### config.mk
export PLATFORM = sky130hd
export DESIGN_NAME = alu_operand_seq
export DESIGN_NICKNAME = d
export VERILOG_FILES = /design/src/rtl/alu_pkg.sv /design/src/rtl/btn_debounce.sv /design/src/rtl/alu_operand_seq.sv
export SDC_FILE = /design/constraint.sdc
export NUM_CORES = 1
export LEC_CHECK = 0
export CAP_MARGIN = 10
export CORE_UTILIZATION = 55
export CTS_CLUSTER_DIAMETER = 150
export CTS_CLUSTER_SIZE = 40
export DETAILED_ROUTE_END_ITERATION = 16
export PLACE_DENSITY = 0.8
export SKIP_LAST_GASP = 1
export SYNTH_ARGS = -nofsm -noshare
export SYNTH_HDL_FRONTEND = slang
export SYNTH_SLANG_ARGS = --single-unit
### constraint.sdc
create_clock -name clk -period 3.9 [get_ports clk]
set_clock_uncertainty 0.05 [all_clocks]
set_input_delay 0.585 -clock clk [delete_from_list [all_inputs] [get_ports clk]]
set_output_delay 0.585 -clock clk [all_outputs]
set_load 0.1 [all_outputs]
### src/rtl/alu_pkg.sv
// Shared ALU definitions: operand widths, operand-sequencer states and opcode encodings.
package alu_pkg;

    localparam int unsigned ALU_W   = 4;
    localparam int unsigned ALU_OPW = 3;

    typedef enum logic [1:0] {
        S_A   = 2'd0,
        S_B   = 2'd1,
        S_OP  = 2'd2,
        S_RUN = 2'd3
    } seq_state_t;

    localparam logic [ALU_OPW-1:0] OP_ADD = 3'b000;
    localparam logic [ALU_OPW-1:0] OP_SUB = 3'b001;
    localparam logic [ALU_OPW-1:0] OP_NOT = 3'b010;
    localparam logic [ALU_OPW-1:0] OP_AND = 3'b011;
    localparam logic [ALU_OPW-1:0] OP_OR  = 3'b100;
    localparam logic [ALU_OPW-1:0] OP_XOR = 3'b101;
    localparam logic [ALU_OPW-1:0] OP_LT  = 3'b110;
    localparam logic [ALU_OPW-1:0] OP_EQ  = 3'b111;

endpackage

### src/rtl/btn_debounce.sv
// Push-button conditioner: 2-flop synchroniser, stability counter, one-cycle press pulse.
module btn_debounce #(
    parameter int unsigned DB_CYCLES = 16
) (
    input  logic clk,
    input  logic rst_n,
    input  logic raw_i,
    output logic press_o
);

    localparam int unsigned CW = (DB_CYCLES > 1) ? $clog2(DB_CYCLES) : 1;
    localparam logic [CW-1:0] CNT_LAST = CW'(DB_CYCLES - 1);

    logic          sync1_q, sync2_q;
    logic          stable_q, stable_d;
    logic [CW-1:0] cnt_q, cnt_d;
    logic          press_q, press_d;

    always_comb begin
        stable_d = stable_q;
        cnt_d    = '0;
        press_d  = 1'b0;
        if (sync2_q != stable_q) begin
            if (cnt_q == CNT_LAST) begin
                stable_d = sync2_q;
                // Only a rising stable level is a press; releases are silent.
                press_d  = sync2_q;
            end else begin
                cnt_d = cnt_q + 1'b1;
            end
        end
    end

    always_ff @(posedge clk) begin
        if (!rst_n) begin
            sync1_q  <= 1'b0;
            sync2_q  <= 1'b0;
            stable_q <= 1'b0;
            cnt_q    <= '0;
            press_q  <= 1'b0;
        end else begin
            sync1_q  <= raw_i;
            sync2_q  <= sync1_q;
            stable_q <= stable_d;
            cnt_q    <= cnt_d;
            press_q  <= press_d;
        end
    end

    assign press_o = press_q;

endmodule

### src/rtl/alu_operand_seq.sv
// Sequential operand entry for the board ALU: A, B, then opcode, committed together with a strobe.
module alu_operand_seq
    import alu_pkg::*;
#(
    parameter int unsigned WIDTH     = ALU_W,
    parameter int unsigned OPW       = ALU_OPW,
    parameter int unsigned DB_CYCLES = 16
) (
    input  logic             clk,
    input  logic             rst_n,
    input  logic [WIDTH-1:0] sw,
    input  logic             btn_step,
    input  logic             btn_clr,
    output logic [WIDTH-1:0] a_o,
    output logic [WIDTH-1:0] b_o,
    output logic [OPW-1:0]   op_o,
    output logic             valid_o,
    output logic [1:0]       stage_o
);

    logic [WIDTH-1:0] sw_sync1_q, sw_sync2_q;
    logic             step, clr;
    seq_state_t       state_q, state_d;
    logic [WIDTH-1:0] sh_a_q, sh_b_q;
    logic [OPW-1:0]   sh_op_q;
    logic [WIDTH-1:0] a_q, b_q;
    logic [OPW-1:0]   op_q;
    logic             valid_q;
    logic             do_step;

    btn_debounce #(.DB_CYCLES(DB_CYCLES)) u_step (
        .clk    (clk),
        .rst_n  (rst_n),
        .raw_i  (btn_step),
        .press_o(step)
    );

    btn_debounce #(.DB_CYCLES(DB_CYCLES)) u_clr (
        .clk    (clk),
        .rst_n  (rst_n),
        .raw_i  (btn_clr),
        .press_o(clr)
    );

    // Clear has priority over a coincident step.
    assign do_step = step && !clr;

    always_ff @(posedge clk) begin
        if (!rst_n) begin
            state_q <= S_A;
        end else begin
            state_q <= state_d;
        end
    end

    always_comb begin
        state_d = state_q;
        if (clr) begin
            state_d = S_A;
        end else if (step) begin
            unique case (state_q)
                S_A:     state_d = S_B;
                S_B:     state_d = S_OP;
                S_OP:    state_d = S_RUN;
                S_RUN:   state_d = S_A;
                default: state_d = S_A;
            endcase
        end
    end

    always_comb begin
        stage_o = state_q;
        a_o     = a_q;
        b_o     = b_q;
        op_o    = op_q;
        valid_o = valid_q;
    end

    always_ff @(posedge clk) begin
        if (!rst_n) begin
            sw_sync1_q <= '0;
            sw_sync2_q <= '0;
            sh_a_q     <= '0;
            sh_b_q     <= '0;
            sh_op_q    <= '0;
            a_q        <= '0;
            b_q        <= '0;
            op_q       <= '0;
            valid_q    <= 1'b0;
        end else begin
            sw_sync1_q <= sw;
            sw_sync2_q <= sw_sync1_q;
            valid_q    <= do_step && (state_q == S_OP);
            if (clr) begin
                sh_a_q  <= '0;
                sh_b_q  <= '0;
                sh_op_q <= '0;
            end else if (do_step) begin
                unique case (state_q)
                    S_A: sh_a_q <= sw_sync2_q;
                    S_B: sh_b_q <= sw_sync2_q;
                    S_OP: begin
                        sh_op_q <= sw_sync2_q[OPW-1:0];
                        a_q     <= sh_a_q;
                        b_q     <= sh_b_q;
                        op_q    <= sw_sync2_q[OPW-1:0];
                    end
                    default: ;
                endcase
            end
        end
    end

endmodule

==> After elaboration in Yosys (flattened, before gate mapping) <==
Index checks and enable logic that the tools add are counted.
W data, S select, Z words.
{ "classes": {"addsub": 2, "n_reduce_logical": 14, "n_bitwise": 4, "n_eq_ne": 7, "n_mux": 1} }
{ "ops": {"columns": ["operator", "count"], "rows": [
  ["$reduce_and A3 Y1", 3],
  ["$add A4 B1 Y4 const B", 2],
  ["$eq A4 B4 Y1 const B", 2],
  ["$pmux W2 S4", 1],
  ["$reduce_and A2 Y1", 4],
  ["$reduce_or A3 Y1", 2],
  ["$eq A2 B2 Y1 const B", 2],
  ["$not A1 Y1", 4],
  ["$eq A2 B1 Y1 const B", 1],
  ["$logic_and A1 B1 Y1", 2],
  ["$logic_not A2 Y1", 1],
  ["$ne A1 B1 Y1", 2],
  ["$reduce_or A2 Y1", 1],
  ["$logic_not A1 Y1", 1]
]} }
{ "word_totals": {"word_cells": 47, "output_inout_bits": 14, "ff_bits": 46, "input_bits": 8} }

==> Longest topological paths before layout <==
Gate-level depths: netlist (run 1).
{ "logic_depth": {"depth_word": 3, "mapped_depth": 6, "mapped_depth_nobuf": 5} }

==> By module <==
From an unflattened synthesis (run 1), not the netlist that was laid out.
{ "unflattened": {"cells_unflattened": 170, "area_unflattened_um2": 1711.6} }
{ "by_module_without_submodules": {"columns": ["module", "area_each_um2", "cells_per_inst", "instances", "seq_area_each_um2"], "rows": [
  ["alu_operand_seq", 1163.6, 118, 1, 600.6],
  ["btn_debounce", 274.0, 26, 2, 160.2]
]} }

==> Worst setup path before layout (run 1) <==
No wires, ideal clock.
{ "synth_path": {"path_type": "reg-to-reg", "start": "reg state_q[0] (netlist: stage_o[0])", "end": "reg a_q[1] (netlist: a_o[1])", "setup_ps": 118, "path_slack_ps": 1849, "t_required_ps": 3732, "arrival_time_ps": 1883, "path_buffers": 1, "stages_incl_launch_ff": 7, "synth_period_minus_slack_ps": 2051, "path_cell_list": "dfxtp_1 -> inv_1 -> ha_1 -> nand3b_2 -> buf_6 -> mux2i_1 -> nor2_1"} }
{ "synth_between": {"elab_chain_len": 2} }
{ "synth_lines": {"columns": ["element", "line", "rtl"], "rows": [
  ["from (decl)", "alu_operand_seq.sv:23", "seq_state_t state_q, state_d;"],
  ["from (signal assigned)", "alu_operand_seq.sv:52", "state_q <= state_d;"],
  ["$eq A2 B2 Y1", "alu_operand_seq.sv:99", "unique case (state_q)"],
  ["$reduce_and A3 Y1 (no source line)", null, null],
  ["to (signal assigned)", "alu_operand_seq.sv:104", "a_q <= sh_a_q;"],
  ["to (decl)", "alu_operand_seq.sv:26", "logic [WIDTH-1:0] a_q, b_q;"]
]} }
Every way passes these cells.
A chain may end at the register's enable or synchronous reset.

==> Worst setup path in the final report (run 1) <==
{ "layout_path": {"start": "reg state_q[0] (netlist: stage_o[0])", "end": "out stage_o[0]"} }
{ "layout_rtl": {"columns": ["element", "line", "rtl"], "rows": [
  ["to (decl)", "alu_operand_seq.sv:18", "output logic [1:0] stage_o"]
]} }
No word-level cell between the ends.

==> results_dict.tcl, run 1 <==
set metrics [dict create \
    status "completed" \
    mostFrequentLayoutCell "dfxtp_1" \
    syn_area_per_cell_um2 10.1 \
    num-fill-cells 232 \
    placed_cells_incl_taps 204 \
    row_count 19 \
    syn_nets 171 \
    synth_cell_types 18 \
    cts_hold_buf 0 \
    layout_common_cells "46 x dfxtp_1, 23 x nor2_1, 21 x clkdlybuf4s50_1" \
    antenna_found_initial 0 \
    drive_gt1_share_pct 4.42 \
    rsz0062_at_grt "false" \
    grt_pass1_wl_um 4370 \
    path_clk_slew_ns 0.12 \
    start_kind "register" \
    synth_seq_cells 46 \
    cpLargestDelayFamily "buffers and inverters" \
    synth_area_um2 1590 \
    io_buffers 21 \
    cts-resized-gates 0 \
    ys_warn_count 0 \
    period_minus_slack_ns 2.55 \
    instances_no_fill 212 \
    crit_slowest_cell "clkdlybuf4s50_1" \
    yosysTopAreaCellShare_pct 57.8 \
    holdWs_ns 0.389 \
    cts_buffers 5 \
    drtIter0Drc 12 \
    drt_drc_violations_left 0 \
    totalWireLength_um 2540 \
    cp-end-kind "primary output" \
    postCtsSetupBuffers 0 \
    gr-total-overflow 0 \
    die_y_um 55.8 \
    reg2reg_slack_ns 2.35 \
    ys_top_cells_by_area "dfxtp_1 58%, mux2i_1 8.8%, nor2_1 5.4%" \
    max_freq_ghz 0.393 \
    netlist_instances 158 \
    drv_cap 0 \
    wl_per_cell_um 12.0 \
    path_cells "clkdlybuf4s50_1" \
    detailed_place_hpwl_um 1870 \
    grt_pass1_vias 1083 \
    period_share_pct 65.3 \
    initial_utilization_pct 57.8 \
    final_nets 193 \
    crit_buf_inv 1 \
    cts_root_buf "clkbuf_4" \
    ys_seq_area_share_pct 57.8 \
    vdd_drop_max_mv 0.403 \
    ctsHtreeMaxLevel 2 \
    crit_path_max_incr_delay_ns 1.15 \
    pwr_density_cell_nw_per_um2 389 \
    firstDrtPassIters 4 \
    viasPerCell 5.21 \
    min-delay-start "sw_sync1_q[1]" \
    crit_arrival_ns 1.91 \
    postRouteAntennaNets 0 \
    crit_path_max_fanout 4 \
    hold_violations 0 \
    cts_buffer_depth 2 \
    p_total_w 0.000727 \
    clk_latency_ns 0.36 \
    holdCritPathClass "reg -> reg" \
    power.leakage_nw 0.816 \
    chipWidth_um 55.8 \
    core_um2 2760 \
    via_count 1105 \
    worstReg2RegStart "u_step.press_o" \
    cts_sinks 46 \
    r2r-end "a_o[3]" \
    grt_max_degree 21 \
    reg2reg_depth 3 \
    synth_top_cell_by_area "dfxtp_1" \
    required_ns 3.26 \
    cts_tree "yes" \
    slew_viol_final 0 \
    tns_ns 0 \
    setup_viol 0 \
    syn_to_final_growth_pct 17.3 \
    place.gp.congestion 0.812 \
    dieArea_um2 3120 \
    holdPathEnd "sw_sync2_q[1]" \
    crit_type "reg -> out" \
    ioPinCount 22 \
    grt_usage_pct 18.9 \
    antenna_cells 0 \
    tightest_slew_ns 0.973 \
    min_path_cells 1 \
    worst_slew_margin_rel_pct 34.9 \
]
-- final cells by class --
cell class	count	area (um^2)	area share [%]
well taps	31	38.8	2.08
inverters	5	18.8	1.00
clock inverters	1	5.00	0.268
repair buffers	21	210	11.3
flip-flops and latches	46	921	49.3
multi-input cells	101	619	33.2
clock buffers	7	55.1	2.95
-- layer usage --
layer / track usage (%) / routed length (um) / vias up / part of all wire, %
met3: 9.07 / 133 / 9 / 5.2
met4: 10.8 / 81 / 0 / 3.2
met1: 19.8 / 1110 / 508 / 44
li1: - / - / 560 / -
met5: 0 / 0 / - / 0
met2: 31.0 / 1210 / 28 / 48
-- state kept, by name (all words and copies together) (netlist names) --
name / count
u_clr.sync1_q: 1
stage_o: 2
u_clr.cnt_q: 4
op_o: 3
sh_a_q: 4
sw_sync2_q: 4
u_step.sync2_q: 1
b_o: 4
u_step.press_o: 1
sh_b_q: 4
u_clr.sync2_q: 1
u_step.stable_q: 1
u_clr.press_o: 1
u_clr.stable_q: 1
u_step.sync1_q: 1
u_step.cnt_q: 4
valid_o: 1
sw_sync1_q: 4
a_o: 4
-- cell usage after synthesis, drive strengths merged --
library cell,count
inv,5
mux2i,14
a211oi,1
dfxtp,46
a21oi,8
xor2,6
nor2,23
ha,5
nand2,12
and2,12
and3,2
nand3,14
clkbuf,2
nor3,2
nand3b,1
nand2b,1
buf,4
-- cells by family after synthesis --
family	synth area share [%]
fa+ha+maj	3.93
buf+inv	3.30
mux	8.80
compound gates	2.99
simple gates	19.9
xor+xnor	3.30
flops	57.8
-- power by group --
group          total [W]  switching, W  internal, W
combinational  0.0000189    0.00000884    0.0000100
sequential      0.000479    0.00000320     0.000476
clock           0.000228      0.000141    0.0000875
total           0.000727      0.000153     0.000574
-- worst max path at each step --
stage	slack [ns]	cells past startpoint	end	startpoint
5_1_grt	1.28	1	stage_o[1]	stage_o[1]
3_5_place_dp	1.76	1	stage_o[0]	stage_o[0]
3_3_place_gp	1.78	1	stage_o[0]	stage_o[0]
4_1_cts	1.33	1	stage_o[0]	stage_o[0]
6_report	1.35	1	stage_o[0]	stage_o[0]
2_1_floorplan	1.85	6	a_o[1]	stage_o[0]
-- per-stage QoR --
stage | util (%) | instance area [um^2] | setup WS [ns]
2_1_floorplan | - | 1590 | 1.85
3_3_place_gp | 65.6 | 1810 | 1.78
3_5_place_dp | 65.6 | 1810 | 1.76
4_1_cts | 67.7 | 1870 | 1.33
5_1_grt | 67.7 | 1870 | 1.28
6_report | 67.7 | 1870 | 1.35
No activity file was read; power rests on OpenSTA's default activity.
==> run 2, diff against run 1 <==
--- a/config.mk
+++ b/config.mk
@@ -6,11 +6,11 @@
 export NUM_CORES = 1
 export LEC_CHECK = 0
 export CAP_MARGIN = 10
-export CORE_UTILIZATION = 55
+export CORE_UTILIZATION = 52
 export CTS_CLUSTER_DIAMETER = 150
 export CTS_CLUSTER_SIZE = 40
 export DETAILED_ROUTE_END_ITERATION = 16
-export PLACE_DENSITY = 0.8
+export PLACE_DENSITY = 0.76
 export SKIP_LAST_GASP = 1
 export SYNTH_ARGS = -nofsm -noshare
 export SYNTH_HDL_FRONTEND = slang
==> constraint.sdc (replaced) <==
create_clock -name clk -period 2.55 [get_ports clk]
set_clock_uncertainty 0.05 [all_clocks]
set_input_delay 0.3825 -clock clk [delete_from_list [all_inputs] [get_ports clk]]
set_output_delay 0.3825 -clock clk [all_outputs]
set_load 0.1 [all_outputs]
==> run 2 against run 1 <==
Total power rose by 63%. Non-clock buffer count is the same. Combinational power increased by 53%. The flow now finishes with violations (DRC). Sequential power rose by 53%. Largest power group unchanged. Largest cell class unchanged. Setup slack worse by 0.34 ns. Highest routed layer unchanged. Worst hold slack better by 0.0078 ns. Register-to-register slack worse by 1.3 ns. Clock power grew 86%.
==> results_dict.tcl, run 2 (synthesis results as in run 1) <==
set metrics [dict create \
    initial_utilization_pct 56.3 \
    max_freq_ghz 0.650 \
    worst_slew_margin_rel_pct 66.4 \
    cpLargestDelayFamily "flip-flops" \
    pwr_density_cell_nw_per_um2 641 \
    status "finished with violations" \
    clk_latency_ns 0.36 \
    cts_root_buf "clkbuf_4" \
    holdCritPathClass "reg -> reg" \
    crit_buf_inv 1 \
    dieArea_um2 3290 \
    setup_ws_ns 1.01 \
    p_comb_share_pct 2.4 \
    preCtsSetupSlack_ns 0.658 \
    viasPerCell 5.00 \
    period_minus_slack_ns 1.54 \
    p_total_w 0.00119 \
    place.gp.congestion 0.791 \
    pwr-share-clk_pct 35.8 \
    cts_sinks 46 \
    ioPinCount 22 \
    ctsHtreeMaxLevel 2 \
    core_um2 2830 \
    detailed_place_hpwl_um 1790 \
    via_count 1061 \
    hold_violations 0 \
    cts_buffers 5 \
    period_share_pct 60.4 \
    drt_drc_violations_left 2 \
    tightest_slew_ns 0.502 \
    rsz0062_at_grt "false" \
    mostFrequentLayoutCell "dfxtp_1" \
    p_int_w 0.000947 \
    grt_max_degree 21 \
    cp-end-kind "register" \
    seqPwrFrac_pct 61.8 \
    tns_ns 0 \
    power.leakage_nw 0.855 \
    chipWidth_um 57.3 \
    sw_frac_of_total_pct 20.2 \
    vdd_drop_max_mv 0.614 \
    crit_path_max_fanout 12 \
    setup_viol 0 \
    grt_pass1_wl_um 4420 \
    final_nets 193 \
    antenna_found_initial 0 \
    slew_viol_final 0 \
    firstDrtPassIters 10 \
    start_kind "register" \
    cts-resized-gates 0 \
    layout_common_cells "46 x dfxtp_1, 23 x nor2_1, 14 x mux2i_1, 14 x nand3_1, 14 x buf_4" \
    grt_usage_pct 18.4 \
    drive_gt1_share_pct 12.7 \
    grt_pass1_vias 1031 \
    antenna_cells 0 \
    row_count 19 \
    die_y_um 57.3 \
    failed_checks "DRC" \
    p_sw_w 0.000240 \
    crit_path_max_incr_delay_ns 0.42 \
    path_clk_slew_ns 0.14 \
    wl_per_cell_um 11.4 \
    path_cells "inv_1 -> ha_1 -> nand3b_2 -> mux2i_1 -> nor2_1" \
    gr-total-overflow 0 \
    drv_cap 0 \
    io_buffers 21 \
    crit_type "reg -> reg" \
    crit_arrival_ns 1.73 \
    cts_tree "yes" \
    cts_buffer_depth 2 \
    drtIter0Drc 24 \
    cts_hold_buf 0 \
    crit_slowest_cell "dfxtp_1" \
    required_ns 2.74 \
    postCtsSetupBuffers 0 \
    syn_to_final_growth_pct 16.2 \
    totalWireLength_um 2420 \
    postRouteAntennaNets 0 \
]
-- run 2: changes by cell type in the layout (fill, tap and decap cells not counted), sizes merged --
| cell | delta |
|---|---|
| clkdlybuf4s50 | -14 |
| buf | +14 |
| clkinv | +1 |
| bufinv | +1 |
| clkbuf | -2 |
-- run 2: layout make-up --
class / count / area (um^2)
fill: 239 / 978
sequential: 46 / 921
multi-input combinational: 101 / 619
timing repair buffer: 21 / 175
clock inverter: 3 / 40.0
tap: 31 / 38.8
clock buffer: 5 / 37.5
inverter: 5 / 18.8
-- run 2: worst paths after layout --
path	endpoint	cells past startpoint	startpoint	slack, ns
worst max-delay path	op_o[2]	5	stage_o[0]	1.01
worst min-delay path	sw_sync2_q[1]	1	sw_sync1_q[1]	0.40
worst min register to register	sw_sync2_q[1]	1	sw_sync1_q[1]	0.40
worst max register to register	op_o[2]	5	stage_o[0]	1.01
-- run 2: metal layers --
metal,global-route usage (%),up-vias,part of all wire [%]
li1,-,557,-
met1,21.5,477,46
met2,29.1,22,47
met3,8.39,5,4.8
met4,8.36,0,1.9
met5,0,-,0
-- run 2: metrics by stage --
step	cells	hold WS, ns	util (%)	area [um^2]
CTS	212	0.399	65.4	1850
global placement	204	0.367	62.7	1770
finish	212	0.397	65.4	1850
floorplan	158	0.362	-	1590
global route	212	0.421	65.4	1850
detailed placement	204	0.370	62.7	1770
-- run 2: power by group through the flow --
| stage | logic, W | clock network (W) | registers (W) |
|---|---|---|---|
| 2_1_floorplan | 0.0000168 | 0 | 0.000748 |
| 3_3_place_gp | 0.0000281 | 0 | 0.000749 |
| 3_5_place_dp | 0.0000293 | 0 | 0.000749 |
| 4_1_cts | 0.0000294 | 0.000436 | 0.000733 |
| 5_1_grt | 0.0000326 | 0.000476 | 0.000735 |
| 6_report | 0.0000289 | 0.000425 | 0.000733 |
